`src/rtl/clk_div_multi_if.sv`:
```
// Control/status bundle for clk_div_multi: run enables, modes, divisor load
// handshake and the per-channel divided outputs.
interface clk_div_multi_if #(
  parameter int NUM_CH = 4,
  parameter int CNT_W  = 24
);
  logic [NUM_CH-1:0]       enable;
  logic [NUM_CH-1:0]       mode;
  logic [NUM_CH*CNT_W-1:0] div_val;
  logic                    load_req;
  logic                    load_busy;
  logic                    load_ack;
  logic [NUM_CH-1:0]       clk_out;
  logic [NUM_CH-1:0]       tick;

  modport master (
    output enable, mode, div_val, load_req,
    input  load_busy, load_ack, clk_out, tick
  );

  modport slave (
    input  enable, mode, div_val, load_req,
    output load_busy, load_ack, clk_out, tick
  );
endinterface

```
`src/rtl/clk_div_multi.sv`:
```
// Multi-channel programmable divider: per channel a square-wave or one-cycle
// pulse output plus a wrap tick; divisor updates are deferred to the next wrap.
module clk_div_multi #(
  parameter int          NUM_CH      = 4,
  parameter int          CNT_W       = 24,
  parameter int unsigned DEFAULT_DIV = 2000000
) (
  input logic             clk,
  input logic             reset,
  clk_div_multi_if.slave  bus
);

  logic              load_busy_q;
  logic              load_ack_q;
  logic              accept;
  logic [NUM_CH-1:0] pend_valid;
  logic [NUM_CH-1:0] clk_out_v;
  logic [NUM_CH-1:0] tick_v;

  assign accept = bus.load_req && !load_busy_q;

  for (genvar g = 0; g < NUM_CH; g++) begin : g_ch
    logic [CNT_W-1:0] cnt_q;
    logic [CNT_W-1:0] act_div_q;
    logic [CNT_W-1:0] pend_div_q;
    logic             pend_valid_q;
    logic             mode_act_q;
    logic             clk_out_q;
    logic             tick_q;
    logic             wrap;

    assign wrap = (cnt_q == act_div_q);

    always_ff @(posedge clk or negedge reset) begin
      if (!reset) begin
        cnt_q        <= '0;
        act_div_q    <= CNT_W'(DEFAULT_DIV);
        pend_div_q   <= '0;
        pend_valid_q <= 1'b0;
        mode_act_q   <= 1'b0;
        clk_out_q    <= 1'b0;
        tick_q       <= 1'b0;
      end else begin
        // accept only happens while no channel holds a pending value
        if (accept) begin
          pend_div_q   <= bus.div_val[g*CNT_W +: CNT_W];
          pend_valid_q <= 1'b1;
        end
        if (!bus.enable[g]) begin
          cnt_q      <= '0;
          clk_out_q  <= 1'b0;
          tick_q     <= 1'b0;
          mode_act_q <= bus.mode[g];
          if (pend_valid_q) begin
            act_div_q    <= pend_div_q;
            pend_valid_q <= 1'b0;
          end
        end else if (wrap) begin
          cnt_q      <= '0;
          tick_q     <= 1'b1;
          mode_act_q <= bus.mode[g];
          // entering pulse mode from square mode yields a low output at this wrap
          if (bus.mode[g]) clk_out_q <= mode_act_q;
          else             clk_out_q <= ~clk_out_q;
          if (pend_valid_q) begin
            act_div_q    <= pend_div_q;
            pend_valid_q <= 1'b0;
          end
        end else begin
          cnt_q  <= cnt_q + CNT_W'(1);
          tick_q <= 1'b0;
          if (mode_act_q) clk_out_q <= 1'b0;
        end
      end
    end

    assign pend_valid[g] = pend_valid_q;
    assign clk_out_v[g]  = clk_out_q;
    assign tick_v[g]     = tick_q;
  end

  always_ff @(posedge clk or negedge reset) begin
    if (!reset) begin
      load_busy_q <= 1'b0;
      load_ack_q  <= 1'b0;
    end else begin
      load_ack_q <= 1'b0;
      if (accept) begin
        load_busy_q <= 1'b1;
      end else if (load_busy_q && (pend_valid == '0)) begin
        load_busy_q <= 1'b0;
        load_ack_q  <= 1'b1;
      end
    end
  end

  assign bus.load_busy = load_busy_q;
  assign bus.load_ack  = load_ack_q;
  assign bus.clk_out   = clk_out_v;
  assign bus.tick      = tick_v;

endmodule

```
`src/flat_wrapper.sv`:
```
// flat-port wrapper written by rule: the top's interface ports become plain ports
module clk_div_multi_flat 
#(
  parameter int          NUM_CH      = 4,
  parameter int          CNT_W       = 24,
  parameter int unsigned DEFAULT_DIV = 2000000
)
  (clk, reset, bus_enable, bus_mode, bus_div_val, bus_load_req, bus_load_busy, bus_load_ack, bus_clk_out, bus_tick);
  clk_div_multi_if #(.NUM_CH(NUM_CH), .CNT_W(CNT_W)) bus_i ();
  input logic clk;
  input logic reset;
  input wire logic [$bits(bus_i.enable)-1:0] bus_enable;
  input wire logic [$bits(bus_i.mode)-1:0] bus_mode;
  input wire logic [$bits(bus_i.div_val)-1:0] bus_div_val;
  input wire logic [$bits(bus_i.load_req)-1:0] bus_load_req;
  output wire logic [$bits(bus_i.load_busy)-1:0] bus_load_busy;
  output wire logic [$bits(bus_i.load_ack)-1:0] bus_load_ack;
  output wire logic [$bits(bus_i.clk_out)-1:0] bus_clk_out;
  output wire logic [$bits(bus_i.tick)-1:0] bus_tick;
  assign bus_i.enable = bus_enable;
  assign bus_i.mode = bus_mode;
  assign bus_i.div_val = bus_div_val;
  assign bus_i.load_req = bus_load_req;
  assign bus_load_busy = bus_i.load_busy;
  assign bus_load_ack = bus_i.load_ack;
  assign bus_clk_out = bus_i.clk_out;
  assign bus_tick = bus_i.tick;
  clk_div_multi #(.NUM_CH(NUM_CH), .CNT_W(CNT_W), .DEFAULT_DIV(DEFAULT_DIV)) u_core (.clk(clk), .reset(reset), .bus(bus_i));
endmodule
```
`config.mk`:
```
export PLATFORM = sky130hd
export DESIGN_NAME = clk_div_multi_flat
export DESIGN_NICKNAME = d
export VERILOG_FILES = /design/src/rtl/clk_div_multi_if.sv /design/src/rtl/clk_div_multi.sv /design/src/flat_wrapper.sv
export SDC_FILE = /design/constraint.sdc
export NUM_CORES = 1
export LEC_CHECK = 0
export CORE_MARGIN = 4
export CORE_UTILIZATION = 30
export DETAILED_ROUTE_END_ITERATION = 6
export PLACE_DENSITY = 0.57
export SLEW_MARGIN = 5
export SYNTH_ARGS = -nofsm -noshare
export SYNTH_HDL_FRONTEND = slang
export SYNTH_SLANG_ARGS = --single-unit
```
`constraint.sdc`:
```
create_clock -name clk -period 2.05 [get_ports clk]
set_input_delay 0.5125 -clock clk [delete_from_list [all_inputs] [get_ports clk]]
set_output_delay 0.5125 -clock clk [all_outputs]
set_load 0.01 [all_outputs]
```
==> flow_summary.yaml <==
logic_synthesis:
  syn_nets: 1833
  yosys.area.top_type: "dfrtp_1"
  synth.area.top_cells: "dfrtp_1 43%, nand2_1 9.7%, xor2_1 6.8%, a222oi_1 6.0%, nand4_1 5.1%"
  synth_cell_types: 39
  ys_seq_elements: 306
  synth_top_area_share: 0.433
  netlist_area_sq_mm: 0.0161
  ys_seq_area_frac: 0.479
  netlist_instances: 1722
  avgSynthCellArea_sq_um: 9.32
  ys_warn_count: 0
cells_and_area:
  diodes: 0
  layout-drive-gt1-share: 0.116
  area_growth_pct: 23.2
  final_area_sq_mm: 0.0198
  nFillCells: 5238
  layout.nets: 1956
timing:
  fmax_mhz: 506
  fin_crit_ns: 1.98
  fin_crit_sh: 0.965
  worst_pin_slew_ns: 0.422
  finalClockSkew_ns: 0.0124
  totalNegativeSetupSlack_ns: 0
  slew_viol_final: 0
  rsz0062_at_grt: "false"
  setup_viol: 0
  hold_violations: 0
  slew_headroom: 0.717
power:
  leakage_nw: 8.42
  p_per_area_mw_per_mm2: 1040
  ir_drop_v: 0.000471
drt:
  vias: 13400
  first_iter_violations: 1521
  ant_nets: 0
  wirelength_um: 45000
  wl_per_cell_um: 17.6
  drtPass1Iterations: 7
  drcViolationCount: 0
  vias_per_cell: 5.21
grt:
  grt_usage: 0.156
  grt_max_degree: 78
  antenna_found_initial: 0
  grt_overflow: 0
  grt_pass1_vias: 13500
  grt_pass1_wl_um: 73500
worst_setup_path:
  cp_slowest_cell: "clkdlybuf4s50_1"
  criticalPathCategory: "flip-flop to output pin"
  max_stage_delay_ns: 0.57
  cp_num_buf_inv: 1
  crit_required_ns: 1.54
  crit_fanout: 3
  r2r_slack_ns: 0.11
  path_cells: "clkdlybuf4s50_1"
  crit_arrival_ns: 1.47
  endpoint_kind: "output pin"
  critPathLaunchType: "flip-flop"
  cp_top_family: "buffers and inverters"
cts:
  clock_latency_ns: 0.54
  cts_buffer_depth: 3
  cts_tree: "built"
  clkTransAtPathRegs_ns: 0.06
  cts_inserted_buffers: 38
  clock-root-buffer: "clkbuf_16"
  cts_setup_buffers: 0
  htreeDepth: 2
  clock-sinks: 306
placement:
  gp_congestion: 0.829
  port_buffers: 116
  placed_cell_area_sq_mm: 0.0184
  dpl.hpwl_um: 30700
floorplan:
  die_h_um: 239
  core-area_sq_mm: 0.0528
  ios: 117
  die-area_sq_mm: 0.0573
  initial_core_util: 0.304
  die_w_um: 239
  rows: 84
run:
  cap_viol_max_count: 0
min_path:
  hold_class: "input port to async pin"
outcome:
  status: "complete, no violations"
-- layout make-up --
type                       instances  area, sq um  area share
multi-input combinational       1275         7720       0.390
sequential                       306         7690       0.389
timing repair buffer             210         2130       0.108
clock buffer                      58         1180      0.0597
tap                              688          861      0.0435
clock inverter                    12          138     0.00696
inverter                          14         52.6     0.00266
-- state kept, by name (all words and copies together) (netlist names), 4 cells and up --
| name | cells |
|---|---|
| u_core.g_ch.act_div_q | 96 |
| u_core.g_ch.clk_out_q | 4 |
| u_core.g_ch.cnt_q | 96 |
| u_core.g_ch.mode_act_q | 4 |
| u_core.g_ch.pend_div_q | 96 |
| u_core.g_ch.pend_valid_q | 4 |
| u_core.g_ch.tick_q | 4 |
-- cell families after synthesis --
family	share of synthesized area
simple gates	0.301
fa+ha+maj	0.00312
flops	0.479
mux	0.00780
buf+inv	0.0424
xor+xnor	0.0999
compound gates	0.0670
-- cells in the final DEF, fill, tap and decap left out, drive strengths merged, types with 10 or more instances in the layout --
master         synthesis  routed
nand2                414     414
dfrtp                278     278
nand4                135     135
nand3                133     133
xor2                 124     124
nor2                 118     118
clkdlybuf4s50          0     111
and2                  96      96
a222oi                96      96
buf                   57      94
xnor2                 59      59
clkbuf                70      58
dfstp                 28      28
and3                  22      22
nor4                  21      21
nor3                  12      12
clkinv                 4      12
inv                   10      10
and4                  10      10
-- cell usage after synthesis --
| cell | n |
|---|---|
| nand2_1 | 414 |
| dfrtp_1 | 278 |
| nand3_1 | 133 |
| nand4_1 | 131 |
| xor2_1 | 124 |
| nor2_1 | 118 |
| a222oi_1 | 96 |
| and2_1 | 96 |
| clkbuf_1 | 70 |
| xnor2_1 | 59 |
| dfstp_2 | 28 |
| and3_1 | 22 |
| buf_2 | 22 |
| buf_4 | 21 |
| nor3_1 | 11 |
| and4_1 | 10 |
| inv_1 | 10 |
| nor4_4 | 9 |
| buf_1 | 8 |
| mux2i_1 | 8 |
| nor4_2 | 8 |
| buf_6 | 6 |
| a41o_1 | 4 |
| clkinv_1 | 4 |
| ha_1 | 4 |
| mux2_1 | 4 |
| nor4_1 | 4 |
| o21ai_4 | 4 |
| or2_1 | 4 |
| nand4_4 | 3 |
| a21oi_1 | 1 |
| nand2b_1 | 1 |
| nand3b_1 | 1 |
| nand4_2 | 1 |
| nor2b_1 | 1 |
| nor3_2 | 1 |
| o21ai_0 | 1 |
| or2_2 | 1 |
| or3_1 | 1 |
-- path summary, 6_finish.rpt --
check,depth (start not counted),startpoint,to
worst min-delay path,2,reset,u_core.g_ch[1].cnt_q[1]
worst min register to register,1,u_core.g_ch[1].mode_act_q,u_core.g_ch[1].mode_act_q
max in group asynchronous,4,reset,u_core.g_ch[0].pend_div_q[10]
worst max-delay path,1,u_core.g_ch[1].clk_out_q,bus_clk_out[1]
worst max register to register,6,u_core.g_ch[1].act_div_q[7],u_core.g_ch[1].act_div_q[13]
min in group clk,1,u_core.g_ch[1].mode_act_q,u_core.g_ch[1].mode_act_q
-- per-stage QoR --
stage,power (mW),instances,setup WS [ns],utilization,hold WS (ns)
4_1_cts,20.8,2563,0.0119,0.374,0.382
2_1_floorplan,11.6,1722,0.190,-,0.217
5_1_grt,21.8,2563,0.00199,0.375,0.409
6_report,20.6,2563,0.0724,0.375,0.405
3_3_place_gp,13.5,2492,0.0564,0.349,0.391
3_5_place_dp,13.7,2492,0.0156,0.349,0.393
-- timing repair --
action	CTS	global route
endpoints found under the hold margin	21	0
gates resized for setup	4	6
endpoints found under the setup margin	4	75
hold buffers	1	0
gates cloned	0	0
-- power by group --
| group | total [mW] | internal (mW) | switching [mW] | leakage, nW |
|---|---|---|---|---|
| combinational | 4.64 | 2.05 | 2.59 | 4.08 |
| clock | 7.01 | 4.34 | 2.66 | 0.653 |
| sequential | 8.92 | 7.50 | 1.43 | 3.69 |
| total | 20.6 | 13.9 | 6.68 | 8.42 |
-- per-layer routing --
| layer | part of all wire | global-route usage | vias to the layer above | wire (um) |
|---|---|---|---|---|
| met4 | 0.021 | 0.0498 | 0 | 949 |
| li1 | - | - | 6316 | - |
| met1 | 0.46 | 0.216 | 6572 | 20700 |
| met3 | 0.051 | 0.0249 | 65 | 2290 |
| met5 | 0 | 0 | - | 0 |
| met2 | 0.47 | 0.250 | 406 | 21100 |
No activity file was read; power rests on OpenSTA's default activity.
==> edit 1: new RTL, same flow settings <==
Make the reset (`reset`) synchronous in 2 clocked blocks.
--- a/src/rtl/clk_div_multi.sv
+++ b/src/rtl/clk_div_multi.sv
@@ -31,7 +31,7 @@
 
     assign wrap = (cnt_q == act_div_q);
 
-    always_ff @(posedge clk or negedge reset) begin
+    always_ff @(posedge clk) begin
       if (!reset) begin
         cnt_q        <= '0;
         act_div_q    <= CNT_W'(DEFAULT_DIV);
@@ -79,7 +79,7 @@
     assign tick_v[g]     = tick_q;
   end
 
-  always_ff @(posedge clk or negedge reset) begin
+  always_ff @(posedge clk) begin
     if (!reset) begin
       load_busy_q <= 1'b0;
       load_ack_q  <= 1'b0;
Function: differs if reset is asserted again (counterexample within 4 cycles, from zero or initial values and one cycle with reset low); with reset held inactive, the same outputs for 4 cycles.
==> edit 1 against the unedited design <==
Sequential cell count stayed put. Final area is 16% lower. Routed wire length is 31% lower. Worst setup slack better by 0.0089 ns. Final cell count is 12% lower. Die area is 15% lower. Area after synthesis is 16% lower. Critical path type unchanged. Critical endpoint is now bus_load_busy. Highest routed layer unchanged.
Power is not compared: it rests on default switching activity, and its combinational part moved more than twofold at a synthesized area within 25%.
==> edit 1: results (changes against the unedited design) <==
Route:
- The detailed-route vias per instance was 4.42 (was 5.21).
- The final routed wire length divided by cell count is 13.7 um (was 17.6 um).
- The routed length on met3 came to 1.26 mm (was 2.29 mm).
- The wire length reported by the detailed router came to 30.9 mm (was 45.0 mm).
- The number of violations reported at the end of detailed-routing iteration 0 is 564 (was 1521).
- The detailed-router iteration count before antenna repair came to 4 (was 7).

Global routing:
- The via count of the first global-routing pass came to 9792 (was 13500).
- The met1 usage is 18.1% (was 21.6%).
- The met3 usage in global routing is 2.37% (was 2.49%).
- The global-route wire length before repair is 50.7 mm (was 73.5 mm).
- The number of antenna violations at the first check in global routing was 1 (was 0).
- The maximum number of pins on one net before global-route repair is 74 (was 78).
- The met2 track utilization from global routing is 19.6% (was 25.0%).

Logic synthesis:
- Commonest cells in the netlist: sky130_fd_sc_hd__nand2_1 (370), sky130_fd_sc_hd__dfxtp_1 (306), sky130_fd_sc_hd__nor2_1 (120) (was sky130_fd_sc_hd__nand2_1 (414), sky130_fd_sc_hd__dfrtp_1 (278), sky130_fd_sc_hd__nand3_1 (133)).
- The net count after synthesis is 1639 (was 1833).
- The count of different cell masters after synthesis is 40 (was 39).
- The synthesized instance count is 1528 (was 1722).
- The commonest register cell after synthesis is sky130_fd_sc_hd__dfxtp_1 (was sky130_fd_sc_hd__dfrtp_1).

Timing:
- The actual slew at the worst max-slew pin is 0.366 ns (was 0.422 ns).
- The worst slack on hold paths is 0.445 ns (was 0.405 ns).
- The maximum achievable frequency was 508 MHz (was 506 MHz).

Cells and area:
- The number of nets at the end of the flow is 1759 (was 1956).

Worst setup path:
- The maximum fanout encountered on the critical timing path is 6 (was 3).
- The critical register-to-register path startpoint is u_core.g_ch[2].cnt_q[6] (was u_core.g_ch[1].act_div_q[7]).
- The endpoint of the worst-slack reg-to-reg timing path is u_core.g_ch[2].act_div_q[8] (was u_core.g_ch[1].act_div_q[13]).

Status:
- Status: complete, no violations (unchanged).

Worst hold path:
- The path type of the worst min-delay path is in -> reg (was in -> async).

Place:
- The weighted congestion reported at the end of routability-driven placement is 0.784 (was 0.829).
- The instance count after placement with tap cells included is 2203 (was 2492).
[edit 1: repair_timing]
item	CTS	global route
endpoints found under the setup margin	1	3
endpoints found under the hold margin	0	0
hold buffers	0	0
resized for setup	1	1
[edit 1: worst max path at each step]
| stage | cells past startpoint | endpoint | startpoint |
|---|---|---|---|
| finish | 1 | bus_load_busy | u_core.bus.load_busy |
| floorplan | 8 | u_core.g_ch[1].act_div_q[14] | u_core.g_ch[1].cnt_q[11] |
| detailed placement | 6 | u_core.g_ch[3].pend_div_q[4] | bus_load_req |
| CTS | 1 | bus_clk_out[0] | u_core.g_ch[0].clk_out_q |
| global route | 7 | u_core.g_ch[2].act_div_q[8] | u_core.g_ch[2].cnt_q[6] |
| global placement | 6 | u_core.g_ch[3].pend_div_q[9] | bus_load_req |
[edit 1: kinds of logic after synthesis]
family,count (synthesis),synth area share [%]
muxes,102,7.57
adders and majority gates,4,0.371
buffers and inverters,109,4.12
and+or+nand+nor,700,23.7
DFF,306,45.4
AOI/OAI and AO/OA,123,6.86
xor gates and xnor gates,184,12.0
[edit 1: final cells by class]
type / count / area, um^2
flip-flops and latches: 306 / 6130
clock buffers: 49 / 1060
repair buffers: 171 / 1770
well taps: 592 / 741
clock inverters: 8 / 65.1
multi-input cells: 1113 / 6830
fillers: 4522 / 27600
inverters: 21 / 78.8
diodes: 1 / 2.50
[edit 1: where the power goes]
group / leakage (nW) / total (mW) / internal (mW) / switching (mW)
sequential: 2.49 / 6.29 / 6.15 / 0.141
combinational: 2.82 / 1.07 / 0.552 / 0.522
clock: 0.566 / 6.14 / 3.71 / 2.44
==> edit 2: new RTL, config.mk and constraints unchanged <==
Made on the original files. `DEFAULT_DIV` is set to 2000000 in 2 places; all go to 1500000.
--- a/src/rtl/clk_div_multi.sv
+++ b/src/rtl/clk_div_multi.sv
@@ -3,7 +3,7 @@
 module clk_div_multi #(
   parameter int          NUM_CH      = 4,
   parameter int          CNT_W       = 24,
-  parameter int unsigned DEFAULT_DIV = 2000000
+  parameter int unsigned DEFAULT_DIV = 1500000
 ) (
   input logic             clk,
   input logic             reset,
--- a/src/flat_wrapper.sv
+++ b/src/flat_wrapper.sv
@@ -3,7 +3,7 @@
 #(
   parameter int          NUM_CH      = 4,
   parameter int          CNT_W       = 24,
-  parameter int unsigned DEFAULT_DIV = 2000000
+  parameter int unsigned DEFAULT_DIV = 1500000
 )
   (clk, reset, bus_enable, bus_mode, bus_div_val, bus_load_req, bus_load_busy, bus_load_ack, bus_clk_out, bus_tick);
   clk_div_multi_if #(.NUM_CH(NUM_CH), .CNT_W(CNT_W)) bus_i ();
Function: no difference found for any inputs over 4 cycles, from zero or initial values and one cycle with reset low; that may be too few to reach the edited logic, so the function may still have changed.
==> edit 2 against the unedited design <==
Sequential power grew 0.7%. Die area barely moved. Synthesized cell count unchanged. Critical path depth unchanged. Sequential cell count unchanged. Routed wire length decreased by 1.7%. Hold slack improved by 0.031 ns. Clock skew down 0.0067 ns. Worst setup slack better by 0.010 ns. Largest power group unchanged. Sequential share of layout area increased by 0.61 points. Final area decreased by 1.3%. Power shrank 3.2%. Area after synthesis barely moved.
==> edit 2: results (changes against the unedited design) <==
Status:
- Status: complete, no violations (unchanged).

Timing:
- The final setup skew is 0.00573 ns (was 0.0124 ns).
- The actual slew at the worst max-slew pin is 0.497 ns (was 0.422 ns).
- The worst slack on hold paths came to 0.435 ns (was 0.405 ns).

Power and ir drop:
- The highest ir drop seen on vdd is 0.387 mV (was 0.471 mV).

Logic synthesis:
- The register area share after synthesis is 48.0% (was 47.9%).
- Leading post-synthesis cells by cell area: sky130_fd_sc_hd__dfrtp_1 (41%), sky130_fd_sc_hd__nand2_1 (9.7%), sky130_fd_sc_hd__xor2_1 (6.8%), sky130_fd_sc_hd__dfstp_2 (6.5%), sky130_fd_sc_hd__a222oi_1 (6.0%) (was sky130_fd_sc_hd__dfrtp_1 (43%), sky130_fd_sc_hd__nand2_1 (9.7%), sky130_fd_sc_hd__xor2_1 (6.8%), sky130_fd_sc_hd__a222oi_1 (6.0%), sky130_fd_sc_hd__nand4_1 (5.1%)).
- The post-synthesis mux area share was 0.779% (was 0.780%).
- The post-synthesis share of cell area spent on xor and xnor gates was 9.98% (was 9.99%).
- Commonest cells in the netlist: sky130_fd_sc_hd__nand2_1 (414), sky130_fd_sc_hd__dfrtp_1 (266), sky130_fd_sc_hd__nand3_1 (133) (was sky130_fd_sc_hd__nand2_1 (414), sky130_fd_sc_hd__dfrtp_1 (278), sky130_fd_sc_hd__nand3_1 (133)).

Place:
- The post-DP HPWL came to 30.1 mm (was 30.7 mm).
- The weighted congestion reported at the end of routability-driven placement is 0.820 (was 0.829).
- The post-place instance area was 18300 um^2 (was 18400 um^2).

Cells and area:
- The area of all placed cells without fillers is 19500 um^2 (was 19800 um^2).
- The layout overhead on the synthesized area is 21.4% (was 23.2%).
- The number of standard cells in the layout, taps in and fillers out came to 2546 (was 2563).

Global routing:
- The maximum number of pins on one net before global-route repair came to 71 (was 78).
- The total global routing track utilization is 15.4% (was 15.6%).
- The via count of the first global-routing pass is 13400 (was 13500).
- The global-route wire length before repair came to 72.8 mm (was 73.5 mm).

Route:
- The detailed-route vias per instance is 5.24 (was 5.21).
- The detailed-router iteration count before antenna repair was 6 (was 7).

Clock network:
- The number of buffers created by CTS was 37 (was 38).

Worst setup path:
- The arrival time reported for the critical path endpoint was 1.45 ns (was 1.47 ns).
- The endpoint of the worst-slack reg-to-reg timing path was u_core.g_ch[2].act_div_q[3] (was u_core.g_ch[1].act_div_q[13]).
[edit 2: cell count changes after synthesis, sizes merged]
cell and change:
dfstp +12, dfrtp -12
[edit 2: metal layers]
metal,vias up,global-route usage [%],routed length (um)
li1,6272,-,-
met1,6608,21.8,20600
met2,378,24.2,20500
met3,76,2.20,2030
met4,0,5.24,1100
met5,-,0,0
[edit 2: what timing repair did]
action                                  CTS  global route
resized for setup                         3             4
setup buffers                             0             0
hold buffers                              1             0
pin swaps                                 0             1
endpoints found under the hold margin    22             0
endpoints found under the setup margin    2            28
[edit 2: area by class of cell]
class / instances / area share, %
repair buffers: 198 / 10.2
well taps: 688 / 4.41
clock buffers: 60 / 5.91
multi-input cells: 1275 / 39.5
inverters: 14 / 0.269
flip-flops and latches: 306 / 39.5
clock inverters: 5 / 0.147
[edit 2: where the power goes]
group | total (mW) | switching, mW | internal, mW
Combinational | 4.52 | 2.54 | 1.98
Sequential | 8.98 | 1.44 | 7.54
Clock | 6.42 | 2.59 | 3.83
Total | 19.9 | 6.57 | 13.3
